`src/rtl/UART_bridge_pkg.sv`:
```
// Shared definitions for the UART bus-master bridge: command/reply codes,
// parser state encoding, serial frame length and the bus request payload.
package UART_bridge_pkg;

  localparam logic [7:0] CMD_WRITE = 8'h57;
  localparam logic [7:0] CMD_READ  = 8'h52;
  localparam logic [7:0] ACK       = 8'h4B;
  localparam logic [7:0] NAK       = 8'h3F;

  // start + 8 data + stop
  localparam int unsigned BITS_PER_FRAME = 10;

  typedef enum logic [2:0] {
    P_IDLE,
    P_ADDR,
    P_DATA,
    P_BUS,
    P_RESP
  } parser_state_t;

  typedef struct packed {
    logic [31:0] address;
    logic [31:0] wdata;
    logic [3:0]  wstrobe;
  } bus_req_t;

endpackage

```
`src/rtl/uart_byte_rx.sv`:
```
// 8N1 byte receiver: two-flop synchroniser, falling-edge start detection,
// mid-bit sampling and stop-bit check.
// Ports: clk, reset (async, active-low), rx (serial in, idle high),
//        data (received byte), strobe (one cycle, byte valid).
module uart_byte_rx #(
  parameter int unsigned DIVISION = 867
) (
  input  logic       clk,
  input  logic       reset,
  input  logic       rx,
  output logic [7:0] data,
  output logic       strobe
);

  localparam int unsigned CNT_W = $clog2(DIVISION + 1);
  localparam int unsigned HALF  = DIVISION / 2;

  logic             rx_meta;
  logic             rx_sync;
  logic             rx_prev;
  logic             active;
  logic [CNT_W-1:0] cnt;
  logic [3:0]       bit_idx;
  logic [7:0]       shift;

  // Receive engine; goes idle at the stop-bit sample so the next start edge is caught
  always_ff @(posedge clk or negedge reset) begin
    if (!reset) begin
      rx_meta <= 1'b1;
      rx_sync <= 1'b1;
      rx_prev <= 1'b1;
      active  <= 1'b0;
      cnt     <= '0;
      bit_idx <= '0;
      shift   <= '0;
      data    <= '0;
      strobe  <= 1'b0;
    end else begin
      rx_meta <= rx;
      rx_sync <= rx_meta;
      rx_prev <= rx_sync;
      strobe  <= 1'b0;
      if (!active) begin
        // detection cycle counts as cycle 0 of the start bit
        if (rx_prev && !rx_sync) begin
          active  <= 1'b1;
          cnt     <= CNT_W'(1);
          bit_idx <= '0;
        end
      end else begin
        if (cnt == CNT_W'(DIVISION)) begin
          cnt     <= '0;
          bit_idx <= bit_idx + 4'd1;
        end else begin
          cnt <= cnt + CNT_W'(1);
        end
        if (cnt == CNT_W'(HALF)) begin
          if (bit_idx == 4'd0) begin
            // glitch, not a real start bit
            if (rx_sync) active <= 1'b0;
          end else if (bit_idx == 4'd9) begin
            active <= 1'b0;
            if (rx_sync) begin
              data   <= shift;
              strobe <= 1'b1;
            end
          end else begin
            shift <= {rx_sync, shift[7:1]};
          end
        end
      end
    end
  end

endmodule

```
`src/rtl/uart_bus_master.sv`:
```
// UART command bridge acting as a single-word bus initiator.
// Ports: clk, reset (async, active-low), rx/tx (8N1 serial, idle high),
//        bus_valid/bus_ready handshake, bus_address, bus_wstrobe, bus_wdata,
//        bus_rdata (sampled on completion), busy (frame or reply in progress).
module uart_bus_master
  import UART_bridge_pkg::*;
#(
  parameter int unsigned DIVISION     = 867,
  parameter int unsigned TIMEOUT_BITS = 32
) (
  input  logic        clk,
  input  logic        reset,
  input  logic        rx,
  output logic        tx,
  output logic        bus_valid,
  input  logic        bus_ready,
  output logic [31:0] bus_address,
  output logic [3:0]  bus_wstrobe,
  output logic [31:0] bus_wdata,
  input  logic [31:0] bus_rdata,
  output logic        busy
);

  localparam int unsigned CNT_W       = $clog2(DIVISION + 1);
  localparam int unsigned BIT_W       = $clog2(BITS_PER_FRAME);
  localparam int unsigned TIMEOUT_CYC = TIMEOUT_BITS * (DIVISION + 1);
  localparam int unsigned TO_W        = $clog2(TIMEOUT_CYC + 1);

  logic [7:0] rx_byte;
  logic       rx_strobe;

  uart_byte_rx #(.DIVISION(DIVISION)) u_rx (
    .clk    (clk),
    .reset  (reset),
    .rx     (rx),
    .data   (rx_byte),
    .strobe (rx_strobe)
  );

  parser_state_t             state, state_n;
  logic [1:0]                byte_cnt, byte_cnt_n;
  logic                      is_write;
  bus_req_t                  req_q;
  logic [TO_W-1:0]           idle_cnt;
  logic [23:0]               resp_q;
  logic [1:0]                resp_left;
  logic [BITS_PER_FRAME-1:0] tx_shift;
  logic [BIT_W-1:0]          tx_bit;
  logic [CNT_W-1:0]          tx_cnt;
  logic                      tx_active;

  logic       addr_shift_c;
  logic       data_shift_c;
  logic       bus_done_c;
  logic       tx_load_c;
  logic [7:0] tx_byte_c;
  logic       resp_shift_c;
  logic       timeout_c;
  logic       tx_last_c;

  assign timeout_c = ((state == P_ADDR) || (state == P_DATA)) && !rx_strobe &&
                     (idle_cnt == TO_W'(TIMEOUT_CYC - 1));
  assign tx_last_c = tx_active && (tx_bit == BIT_W'(BITS_PER_FRAME - 1)) &&
                     (tx_cnt == CNT_W'(DIVISION));

  // Parser state register
  always_ff @(posedge clk or negedge reset) begin
    if (!reset) begin
      state    <= P_IDLE;
      byte_cnt <= '0;
    end else begin
      state    <= state_n;
      byte_cnt <= byte_cnt_n;
    end
  end

  // Parser next-state and datapath enables
  always_comb begin
    state_n      = state;
    byte_cnt_n   = byte_cnt;
    addr_shift_c = 1'b0;
    data_shift_c = 1'b0;
    bus_done_c   = 1'b0;
    tx_load_c    = 1'b0;
    tx_byte_c    = 8'h00;
    resp_shift_c = 1'b0;
    unique case (state)
      P_IDLE: begin
        byte_cnt_n = '0;
        if (rx_strobe) begin
          if ((rx_byte == CMD_WRITE) || (rx_byte == CMD_READ)) begin
            state_n = P_ADDR;
          end else begin
            state_n   = P_RESP;
            tx_load_c = 1'b1;
            tx_byte_c = NAK;
          end
        end
      end
      P_ADDR: begin
        if (timeout_c) begin
          state_n = P_IDLE;
        end else if (rx_strobe) begin
          addr_shift_c = 1'b1;
          byte_cnt_n   = byte_cnt + 2'd1;
          if (byte_cnt == 2'd3) state_n = is_write ? P_DATA : P_BUS;
        end
      end
      P_DATA: begin
        if (timeout_c) begin
          state_n = P_IDLE;
        end else if (rx_strobe) begin
          data_shift_c = 1'b1;
          byte_cnt_n   = byte_cnt + 2'd1;
          if (byte_cnt == 2'd3) state_n = P_BUS;
        end
      end
      P_BUS: begin
        if (bus_ready) begin
          bus_done_c = 1'b1;
          state_n    = P_RESP;
          tx_load_c  = 1'b1;
          tx_byte_c  = is_write ? ACK : bus_rdata[7:0];
        end
      end
      P_RESP: begin
        // chain the next reply byte directly onto the end of the stop bit
        if (tx_last_c) begin
          if (resp_left != 2'd0) begin
            tx_load_c    = 1'b1;
            tx_byte_c    = resp_q[7:0];
            resp_shift_c = 1'b1;
          end else begin
            state_n = P_IDLE;
          end
        end
      end
      default: state_n = P_IDLE;
    endcase
  end

  // Request, reply buffer, timeout counter and registered status outputs
  always_ff @(posedge clk or negedge reset) begin
    if (!reset) begin
      is_write  <= 1'b0;
      req_q     <= '0;
      idle_cnt  <= '0;
      resp_q    <= '0;
      resp_left <= '0;
      bus_valid <= 1'b0;
      busy      <= 1'b0;
    end else begin
      bus_valid <= (state_n == P_BUS);
      busy      <= (state_n != P_IDLE);
      if ((state == P_IDLE) && rx_strobe) is_write <= (rx_byte == CMD_WRITE);
      if (addr_shift_c) req_q.address <= {rx_byte, req_q.address[31:8]};
      if (data_shift_c) req_q.wdata <= {rx_byte, req_q.wdata[31:8]};
      if (state_n == P_BUS) req_q.wstrobe <= is_write ? 4'hF : 4'h0;
      if (rx_strobe || !((state == P_ADDR) || (state == P_DATA))) begin
        idle_cnt <= '0;
      end else begin
        idle_cnt <= idle_cnt + TO_W'(1);
      end
      if (bus_done_c) begin
        resp_q    <= bus_rdata[31:8];
        resp_left <= is_write ? 2'd0 : 2'd3;
      end else if (resp_shift_c) begin
        resp_q    <= {8'h00, resp_q[23:8]};
        resp_left <= resp_left - 2'd1;
      end
    end
  end

  // Transmit shifter; shifting in ones leaves the line idle-high when done
  always_ff @(posedge clk or negedge reset) begin
    if (!reset) begin
      tx_shift  <= '1;
      tx_bit    <= '0;
      tx_cnt    <= '0;
      tx_active <= 1'b0;
    end else if (tx_load_c) begin
      tx_shift  <= {1'b1, tx_byte_c, 1'b0};
      tx_bit    <= '0;
      tx_cnt    <= '0;
      tx_active <= 1'b1;
    end else if (tx_active) begin
      if (tx_cnt == CNT_W'(DIVISION)) begin
        tx_cnt   <= '0;
        tx_shift <= {1'b1, tx_shift[BITS_PER_FRAME-1:1]};
        if (tx_last_c) begin
          tx_active <= 1'b0;
        end else begin
          tx_bit <= tx_bit + BIT_W'(1);
        end
      end else begin
        tx_cnt <= tx_cnt + CNT_W'(1);
      end
    end
  end

  assign tx          = tx_shift[0];
  assign bus_address = req_q.address;
  assign bus_wdata   = req_q.wdata;
  assign bus_wstrobe = req_q.wstrobe;

endmodule

```
`config.mk`:
```
export PLATFORM = sky130hd
export DESIGN_NAME = uart_bus_master
export DESIGN_NICKNAME = d
export VERILOG_FILES = /design/src/rtl/UART_bridge_pkg.sv /design/src/rtl/uart_byte_rx.sv /design/src/rtl/uart_bus_master.sv
export SDC_FILE = /design/constraint.sdc
export NUM_CORES = 1
export LEC_CHECK = 0
export CORE_MARGIN = 1.5
export CORE_UTILIZATION = 25
export CTS_CLUSTER_SIZE = 24
export DETAILED_ROUTE_END_ITERATION = 10
export GPL_ROUTABILITY_DRIVEN = 0
export MAX_ROUTING_LAYER = met4
export PLACE_DENSITY = 0.48
export SLEW_MARGIN = 20
export SYNTH_ARGS = -nofsm -noshare
export SYNTH_HDL_FRONTEND = slang
export SYNTH_SLANG_ARGS = --single-unit
export TNS_END_PERCENT = 1
```
`constraint.sdc`:
```
create_clock -name clk -period 2.5 [get_ports clk]
set_clock_uncertainty 0.15 [all_clocks]
set_input_delay 0.5 -clock clk [delete_from_list [all_inputs] [get_ports clk]]
set_output_delay 0.5 -clock clk [all_outputs]
set_load 0.02 [all_outputs]
```
==> results of run 1 <==
## power groups by stage
stage,Sequential [W],Combinational [W],Clock [W]
after floorplan,0.00299,0.000138,0
after global placement,0.00302,0.000297,0
after detailed placement,0.00302,0.000298,0
after CTS,0.00296,0.000303,0.00269
after global routing,0.00297,0.000337,0.00278
final,0.00296,0.000293,0.00258
## registers in the layout, summed over array words and instances (netlist names)
name,cells
u_rx.rx_meta,1
bus_wstrobe,1
tx_shift,9
byte_cnt,2
tx_active,1
bus_address,32
busy,1
u_rx.cnt,10
state,3
is_write,1
u_rx.rx_sync,1
u_rx.strobe,1
bus_wdata,32
resp_q,24
bus_valid,1
u_rx.data,8
tx_cnt,10
u_rx.active,1
resp_left,2
u_rx.rx_prev,1
u_rx.shift,8
tx_bit,4
u_rx.bit_idx,4
idle_cnt,15
## area by class of cell
type	instances	area (um2)	area share (%)
clock buffer	19	433	4.38
sequential	173	4340	43.9
tap	390	488	4.93
timing repair buffer	135	1360	13.7
inverter	12	45.0	0.455
clock inverter	13	131	1.33
multi-input combinational	439	3100	31.3
## worst paths after layout
check	start	end	slack (ps)	depth (start not counted)
max in group asynchronous	reset	u_rx.rx_meta	1060	3
worst max register to register	tx_cnt[0]	busy	280	7
worst max-delay path	tx_cnt[0]	busy	280	7
worst min-delay path	u_rx.rx_meta	u_rx.rx_sync	200	0
min in group asynchronous	reset	resp_q[10]	480	2
worst min register to register	u_rx.rx_meta	u_rx.rx_sync	200	0
## layer usage
| metal | vias to the layer above | share of wire, % | track usage [%] |
|---|---|---|---|
| met5 | - | 0 | - |
| met4 | 0 | 1.3 | 3.89 |
| met2 | 79 | 48 | 18.2 |
| li1 | 2550 | - | - |
| met3 | 14 | 3.1 | 2.55 |
| met1 | 2610 | 48 | 15.2 |
## stage by stage
step                hold slack [ps]  instances  setup WS (ps)  util [%]  power (W)
floorplan                      54.4        653            375         -    0.00313
global placement                198       1148            309      31.3    0.00331
detailed placement              198       1148            285      31.3    0.00332
CTS                             203       1181            265      33.2    0.00595
global route                    211       1181           42.3      33.2    0.00609
finish                          203       1181            277      33.2    0.00584
## critical path, cell delays in order, from the launching register on
cell,delay [ps]
dfrtp_1,400
ha_1,240
nor3b_1,180
and4_1,300
and2_1,260
nand3_1,110
a31o_1,230
or2_1,230
## kinds of logic after synthesis
logic type / Yosys count / synth area share, %
compound gates: 96 / 8.27
xor+xnor: 21 / 2.42
mux: 90 / 13.6
buf+inv: 41 / 2.42
fa+ha+maj: 12 / 1.94
flops: 173 / 57.1
simple gates: 220 / 14.3
## repair_timing
action / CTS / global route
hold buffers: 1 / 0
resized for setup: 0 / 0
hold endpoints to repair: 44 / 0
## cells in the mapped netlist (all sizes together), types with 3 or more instances
cell      n  share of area [%]
clkbuf   14               0.69
and4      4               0.46
nor2     60                3.0
nand2b    7               0.58
a32oi     3               0.35
a22oi    17                1.7
buf      15                1.1
inv      12               0.59
dfstp    12                4.1
xnor2     7               0.81
dfrtp   161                 53
o21a      3               0.30
xor2     14                1.6
nand2    80                4.0
o211ai    3               0.30
nor3      7               0.59
nand4    14                1.2
nor3b     4               0.46
ha       11                1.8
nand3    16                1.1
o22a      3               0.35
mux2     81                 12
mux2i     9                1.2
nor2b     3               0.25
a21oi    17                1.1
o21ai    33                2.2
and3      9               0.74
a22o      3               0.35
==> metrics.txt, run 1 <==
# TYPE chip_impl_metric gauge
chip_impl_info{name="outcome",value="completed"} 1
chip_impl_metric{name="share_of_cells_above_drive_strength_1",unit="%"} 19.0
chip_impl_metric{name="power.density_cell_area",unit="nW/um2"} 590
chip_impl_metric{name="swShare",unit="%"} 24.2
chip_impl_metric{name="max_slew.worst_pin.slew",unit="ps"} 625
chip_impl_metric{name="drt-total-wl",unit="um"} 17300
chip_impl_metric{name="starting_density_of_the_core",unit="%"} 25.5
chip_impl_metric{name="hold_viol",unit=""} 0
chip_impl_metric{name="fp-row-count",unit=""} 63
chip_impl_metric{name="totalNegativeSetupSlack",unit="ps"} 0
chip_impl_metric{name="synth.lib_cells_used.distinct",unit=""} 64
chip_impl_metric{name="maxCapViolCount",unit=""} 0
chip_impl_metric{name="clkSlewWorstSetupHoldPaths",unit="ps"} 70
chip_impl_info{name="grt_setup_unrepaired",value="no"} 1
chip_impl_info{name="tritoncts",value="yes"} 1
chip_impl_metric{name="syn-num-nets",unit=""} 700
chip_impl_metric{name="fp.coreArea",unit="um2"} 29800
chip_impl_metric{name="dpl_cell_area",unit="um2"} 9320
chip_impl_metric{name="p_leak",unit="nW"} 4.48
chip_impl_metric{name="max_slew_margin",unit="%"} 58.4
chip_impl_metric{name="dieArea",unit="um2"} 31500
chip_impl_metric{name="antenna_found_initial",unit=""} 0
chip_impl_metric{name="grt_max_degree",unit=""} 61
chip_impl_metric{name="post_cts_buffers",unit=""} 0
chip_impl_metric{name="fill_cells",unit=""} 3064
chip_impl_metric{name="half_perimeter_wire_length_of_the_detailed_placement_result",unit="um"} 12000
chip_impl_metric{name="clock_path_buffers",unit=""} 2
chip_impl_info{name="synthFlopType",value="dfrtp_1"} 1
chip_impl_info{name="layout_common_cells",value="dfrtp_1 (161), clkdlybuf4s50_1 (105), nand2_1 (79), mux2_2 (58), nor2_1 (57)"} 1
chip_impl_metric{name="synth_enable_flop_cells",unit=""} 0
chip_impl_info{name="ctsRootBufferMaster",value="clkbuf_16"} 1
chip_impl_metric{name="grt_pass1_wl",unit="um"} 28100
chip_impl_metric{name="synthToLayoutAreaGrowth",unit="%"} 30.0
chip_impl_metric{name="worst_skew_pair.late_latency",unit="ps"} 430
chip_impl_metric{name="finalInstanceArea",unit="um2"} 9890
chip_impl_metric{name="drc",unit=""} 0
chip_impl_metric{name="detail_route.iter0.violations",unit=""} 283
chip_impl_metric{name="postSynth.asyncResetShare",unit="%"} 100
chip_impl_metric{name="route.detailed.vias_per_inst",unit=""} 4.45
chip_impl_metric{name="drtAntennaViolNets",unit=""} 0
chip_impl_metric{name="grt_pass1_vias",unit=""} 5345
chip_impl_metric{name="timing.critical_path.arrival",unit="ps"} 2380
chip_impl_metric{name="maxClockFrequency",unit="MHz"} 450
chip_impl_metric{name="synthesized_instance_count",unit=""} 653
chip_impl_metric{name="finalCritPeriodShare",unit="%"} 88.9
chip_impl_metric{name="grt_usage",unit="%"} 11.7
chip_impl_metric{name="power_switching",unit="W"} 0.00141
chip_impl_metric{name="tritoncts_num_sinks",unit=""} 173
chip_impl_metric{name="routed_via_count",unit=""} 5253
chip_impl_metric{name="critPathMaxFanout",unit=""} 6
chip_impl_metric{name="nets",unit=""} 825
chip_impl_metric{name="seq_power_share",unit="%"} 50.8
chip_impl_metric{name="report.final.setup_viol",unit=""} 0
chip_impl_info{name="end_kind",value="flip-flop"} 1
chip_impl_metric{name="htree_num_levels",unit=""} 4
chip_impl_info{name="hold_path_class",value="reg -> reg"} 1
chip_impl_metric{name="die-width",unit="um"} 177
chip_impl_metric{name="placement.io_buffers",unit=""} 106
chip_impl_metric{name="slew_violations",unit=""} 0
chip_impl_metric{name="power.internal",unit="W"} 0.00442
chip_impl_metric{name="layout_min_cycle_time",unit="ps"} 2220
chip_impl_metric{name="data_required_time_of_the_critical_path",unit="ps"} 2660
chip_impl_metric{name="die_h",unit="um"} 177
chip_impl_info{name="crit_path_class",value="reg -> reg"} 1
chip_impl_metric{name="share_of_power_burned_in_the_clock_network",unit="%"} 44.2
chip_impl_metric{name="max-vdd-ir-drop",unit="uV"} 436
chip_impl_info{name="mostFrequentLayoutCell",value="dfrtp_1"} 1
chip_impl_info{name="critical_path.startpoint_type",value="flip-flop"} 1
chip_impl_metric{name="syn_area",unit="um2"} 7610
chip_impl_metric{name="drt-pass1-iter-count",unit=""} 4
chip_impl_metric{name="ys.warnings.count",unit=""} 0
chip_impl_metric{name="synth_sequential_area_ratio",unit="%"} 57.1
chip_impl_metric{name="pwr-share-comb",unit="%"} 5.0
chip_impl_metric{name="cts_buffers",unit=""} 17
chip_impl_metric{name="postSynthRegisterBits",unit=""} 173
chip_impl_metric{name="floorplan.io_pins",unit=""} 107
chip_impl_metric{name="synth_area_per_cell",unit="um2"} 11.7
chip_impl_metric{name="grt.overflow.total",unit=""} 0
chip_impl_metric{name="diodes",unit=""} 0
chip_impl_metric{name="routedWlPerCell",unit="um"} 14.7
(Power assumes the default switching activity.)
==> run 2: changes to the inputs <==
- CTS_BUF_LIST: default -> sky130_fd_sc_hd__clkbuf_16
- HOLD_SLACK_MARGIN: default -> 0.1
==> metrics.txt, run 2 (synthesis results as in run 1) <==
# TYPE chip_impl_metric gauge
chip_impl_info{name="outcome",value="completed"} 1
chip_impl_metric{name="hold_viol",unit=""} 0
chip_impl_metric{name="antenna_found_initial",unit=""} 0
chip_impl_info{name="tritoncts",value="yes"} 1
chip_impl_metric{name="die_h",unit="um"} 177
chip_impl_info{name="critical-path-slowest-cell",value="dfrtp_1"} 1
chip_impl_metric{name="cts_buffers",unit=""} 17
chip_impl_metric{name="totalNegativeSetupSlack",unit="ps"} 0
chip_impl_metric{name="drtAntennaViolNets",unit=""} 0
chip_impl_info{name="layout_common_cells",value="dfrtp_1 (161), clkdlybuf4s50_1 (105), nand2_1 (79), mux2_2 (58), nor2_1 (57)"} 1
chip_impl_metric{name="floorplan.io_pins",unit=""} 107
chip_impl_metric{name="final.hold.worst_slack",unit="ps"} 203
chip_impl_metric{name="dieArea",unit="um2"} 31500
chip_impl_metric{name="half_perimeter_wire_length_of_the_detailed_placement_result",unit="um"} 12000
chip_impl_metric{name="fp.coreArea",unit="um2"} 29800
chip_impl_info{name="grt_setup_unrepaired",value="no"} 1
chip_impl_metric{name="worst_skew_pair.late_latency",unit="ps"} 430
chip_impl_metric{name="grtUsageMet1",unit="%"} 15.2
chip_impl_metric{name="routedWlPerCell",unit="um"} 14.7
chip_impl_metric{name="maxCapViolCount",unit=""} 0
chip_impl_metric{name="finalCritPeriodShare",unit="%"} 88.9
chip_impl_metric{name="starting_density_of_the_core",unit="%"} 25.5
chip_impl_metric{name="grt_pass1_wl",unit="um"} 28100
chip_impl_metric{name="grt_max_degree",unit=""} 61
chip_impl_metric{name="hold_path_depth",unit=""} 0
chip_impl_metric{name="max_slew_margin",unit="%"} 58.4
chip_impl_metric{name="report.final.setup_viol",unit=""} 0
chip_impl_metric{name="timing.critical_path.arrival",unit="ps"} 2380
chip_impl_metric{name="synthToLayoutAreaGrowth",unit="%"} 30.0
chip_impl_metric{name="max_slew.worst_pin.slew",unit="ps"} 625
chip_impl_metric{name="critPathMaxFanout",unit=""} 6
chip_impl_metric{name="grt_usage",unit="%"} 11.7
chip_impl_metric{name="placement.io_buffers",unit=""} 106
chip_impl_info{name="reg2reg_to",value="busy"} 1
chip_impl_metric{name="fill_cells",unit=""} 3064
chip_impl_info{name="hold_path_class",value="reg -> reg"} 1
chip_impl_metric{name="p_leak",unit="nW"} 4.49
chip_impl_metric{name="data_required_time_of_the_critical_path",unit="ps"} 2660
chip_impl_metric{name="setup_slack",unit="ps"} 277
chip_impl_metric{name="grt_pass1_vias",unit=""} 5345
chip_impl_metric{name="place_ws",unit="ps"} 285
chip_impl_metric{name="reg2reg_setup_slack",unit="ps"} 280
chip_impl_metric{name="htree_num_levels",unit=""} 4
chip_impl_metric{name="layout_min_cycle_time",unit="ps"} 2220
chip_impl_metric{name="slew_violations",unit=""} 0
chip_impl_metric{name="fp-row-count",unit=""} 63
chip_impl_metric{name="routed_via_count",unit=""} 5251
chip_impl_metric{name="grt.overflow.total",unit=""} 0
chip_impl_metric{name="post_cts_buffers",unit=""} 0
chip_impl_metric{name="drc",unit=""} 0
chip_impl_metric{name="met2_usage",unit="%"} 18.2
chip_impl_metric{name="clkSlewWorstSetupHoldPaths",unit="ps"} 70
chip_impl_metric{name="gr-usage-met3",unit="%"} 2.55
chip_impl_info{name="mostFrequentLayoutCell",value="dfrtp_1"} 1
chip_impl_metric{name="rr_worst_depth",unit=""} 7
chip_impl_metric{name="die-width",unit="um"} 177
chip_impl_metric{name="share_of_cells_above_drive_strength_1",unit="%"} 19.0
chip_impl_info{name="critical_path.cell_chain",value="ha_1 > nor3b_1 > and4_1 > and2_1 > nand3_1 > a31o_1 > or2_1"} 1
chip_impl_metric{name="drt-pass1-iter-count",unit=""} 4
chip_impl_metric{name="critical-path-max-stage-delay",unit="ps"} 400
chip_impl_info{name="ctsRootBufferMaster",value="clkbuf_16"} 1
chip_impl_metric{name="tritoncts_num_sinks",unit=""} 173
chip_impl_info{name="critical_path.startpoint_type",value="flip-flop"} 1
chip_impl_info{name="crit_path_class",value="reg -> reg"} 1
chip_impl_metric{name="power.density_cell_area",unit="nW/um2"} 589
chip_impl_metric{name="max-vdd-ir-drop",unit="uV"} 436
chip_impl_metric{name="nets",unit=""} 825
chip_impl_info{name="end_of_the_worst_hold_path",value="u_rx.rx_sync"} 1
chip_impl_metric{name="drt-total-wl",unit="um"} 17300
chip_impl_metric{name="maxClockFrequency",unit="MHz"} 450
chip_impl_info{name="global_route.peak_usage_layer",value="met2"} 1
chip_impl_info{name="worst_r2r_startpoint",value="tx_cnt[0]"} 1
chip_impl_metric{name="route.detailed.vias_per_inst",unit=""} 4.45
chip_impl_metric{name="detail_route.iter0.violations",unit=""} 283
chip_impl_metric{name="total_power",unit="W"} 0.00583
chip_impl_info{name="end_kind",value="flip-flop"} 1
chip_impl_metric{name="holdBufCountCts",unit=""} 1
chip_impl_metric{name="clock_path_buffers",unit=""} 2
chip_impl_metric{name="post_cts_resize_count",unit=""} 0
chip_impl_info{name="hold_path_startpoint",value="u_rx.rx_meta"} 1
chip_impl_metric{name="finalInstanceArea",unit="um2"} 9890
chip_impl_metric{name="dpl_cell_area",unit="um2"} 9320
chip_impl_metric{name="diodes",unit=""} 0
-- run 2: cell count changes in the layout (fill, tap and decap cells not counted), sizes merged --
cell,delta
clkbuf,-2
inv,+2
-- run 2: layout make-up --
cell class / count / area [um2] / share of cell area, %
Timing Repair Buffer: 135 / 1360 / 13.7
Clock inverter: 15 / 139 / 1.40
Multi-Input combinational cell: 439 / 3100 / 31.3
Tap cell: 390 / 488 / 4.93
Sequential cell: 173 / 4340 / 43.9
Clock buffer: 17 / 425 / 4.30
Inverter: 12 / 45.0 / 0.455
-- run 2: worst max-delay path by stage --
| stage | start | to | slack, ps | cells after the start |
|---|---|---|---|---|
| 4_1_cts | tx_shift[0] | tx | 260 | 1 |
| 2_1_floorplan | tx_cnt[0] | busy | 370 | 9 |
| 6_report | tx_cnt[0] | busy | 280 | 7 |
| 3_5_place_dp | tx_cnt[0] | busy | 280 | 7 |
| 5_1_grt | tx_cnt[0] | resp_left[1] | 40 | 8 |
| 3_3_place_gp | bus_ready | resp_left[1] | 310 | 6 |
-- run 2: per-stage QoR --
step                utilization (%)  std cells
floorplan                         -        653
global placement               31.3       1148
detailed placement             31.3       1148
CTS                            33.2       1181
global route                   33.2       1181
finish                         33.2       1181
-- run 2: power by group --
part,internal [W],switching [W]
Clock,0.00139,0.00118
Sequential,0.00287,0.0000892
Combinational,0.000151,0.000143
Total,0.00442,0.00142
-- run 2: critical path, delay by kind of cell (launching register included) --
family	cells	cell delay [ps]
AND/OR/NAND/NOR	5	1080
AO/OA/AOI/OAI	1	230
flip-flops	1	400
adder cells (fa/ha/maj)	1	240
-- run 2: per-layer routing --
metal | routed length (um) | part of all wire [%]
met2 | 8240 | 48
met5 | 0 | 0
met4 | 225 | 1.3
met3 | 533 | 3.1
met1 | 8320 | 48
==> run 3: changes to the inputs <==
- CTS_BUF_LIST: sky130_fd_sc_hd__clkbuf_16 -> default
- CTS_CLUSTER_SIZE: 24 -> 28
==> results of run 3 <==
Final layout, timing and power as in run 1 (identical DEF).
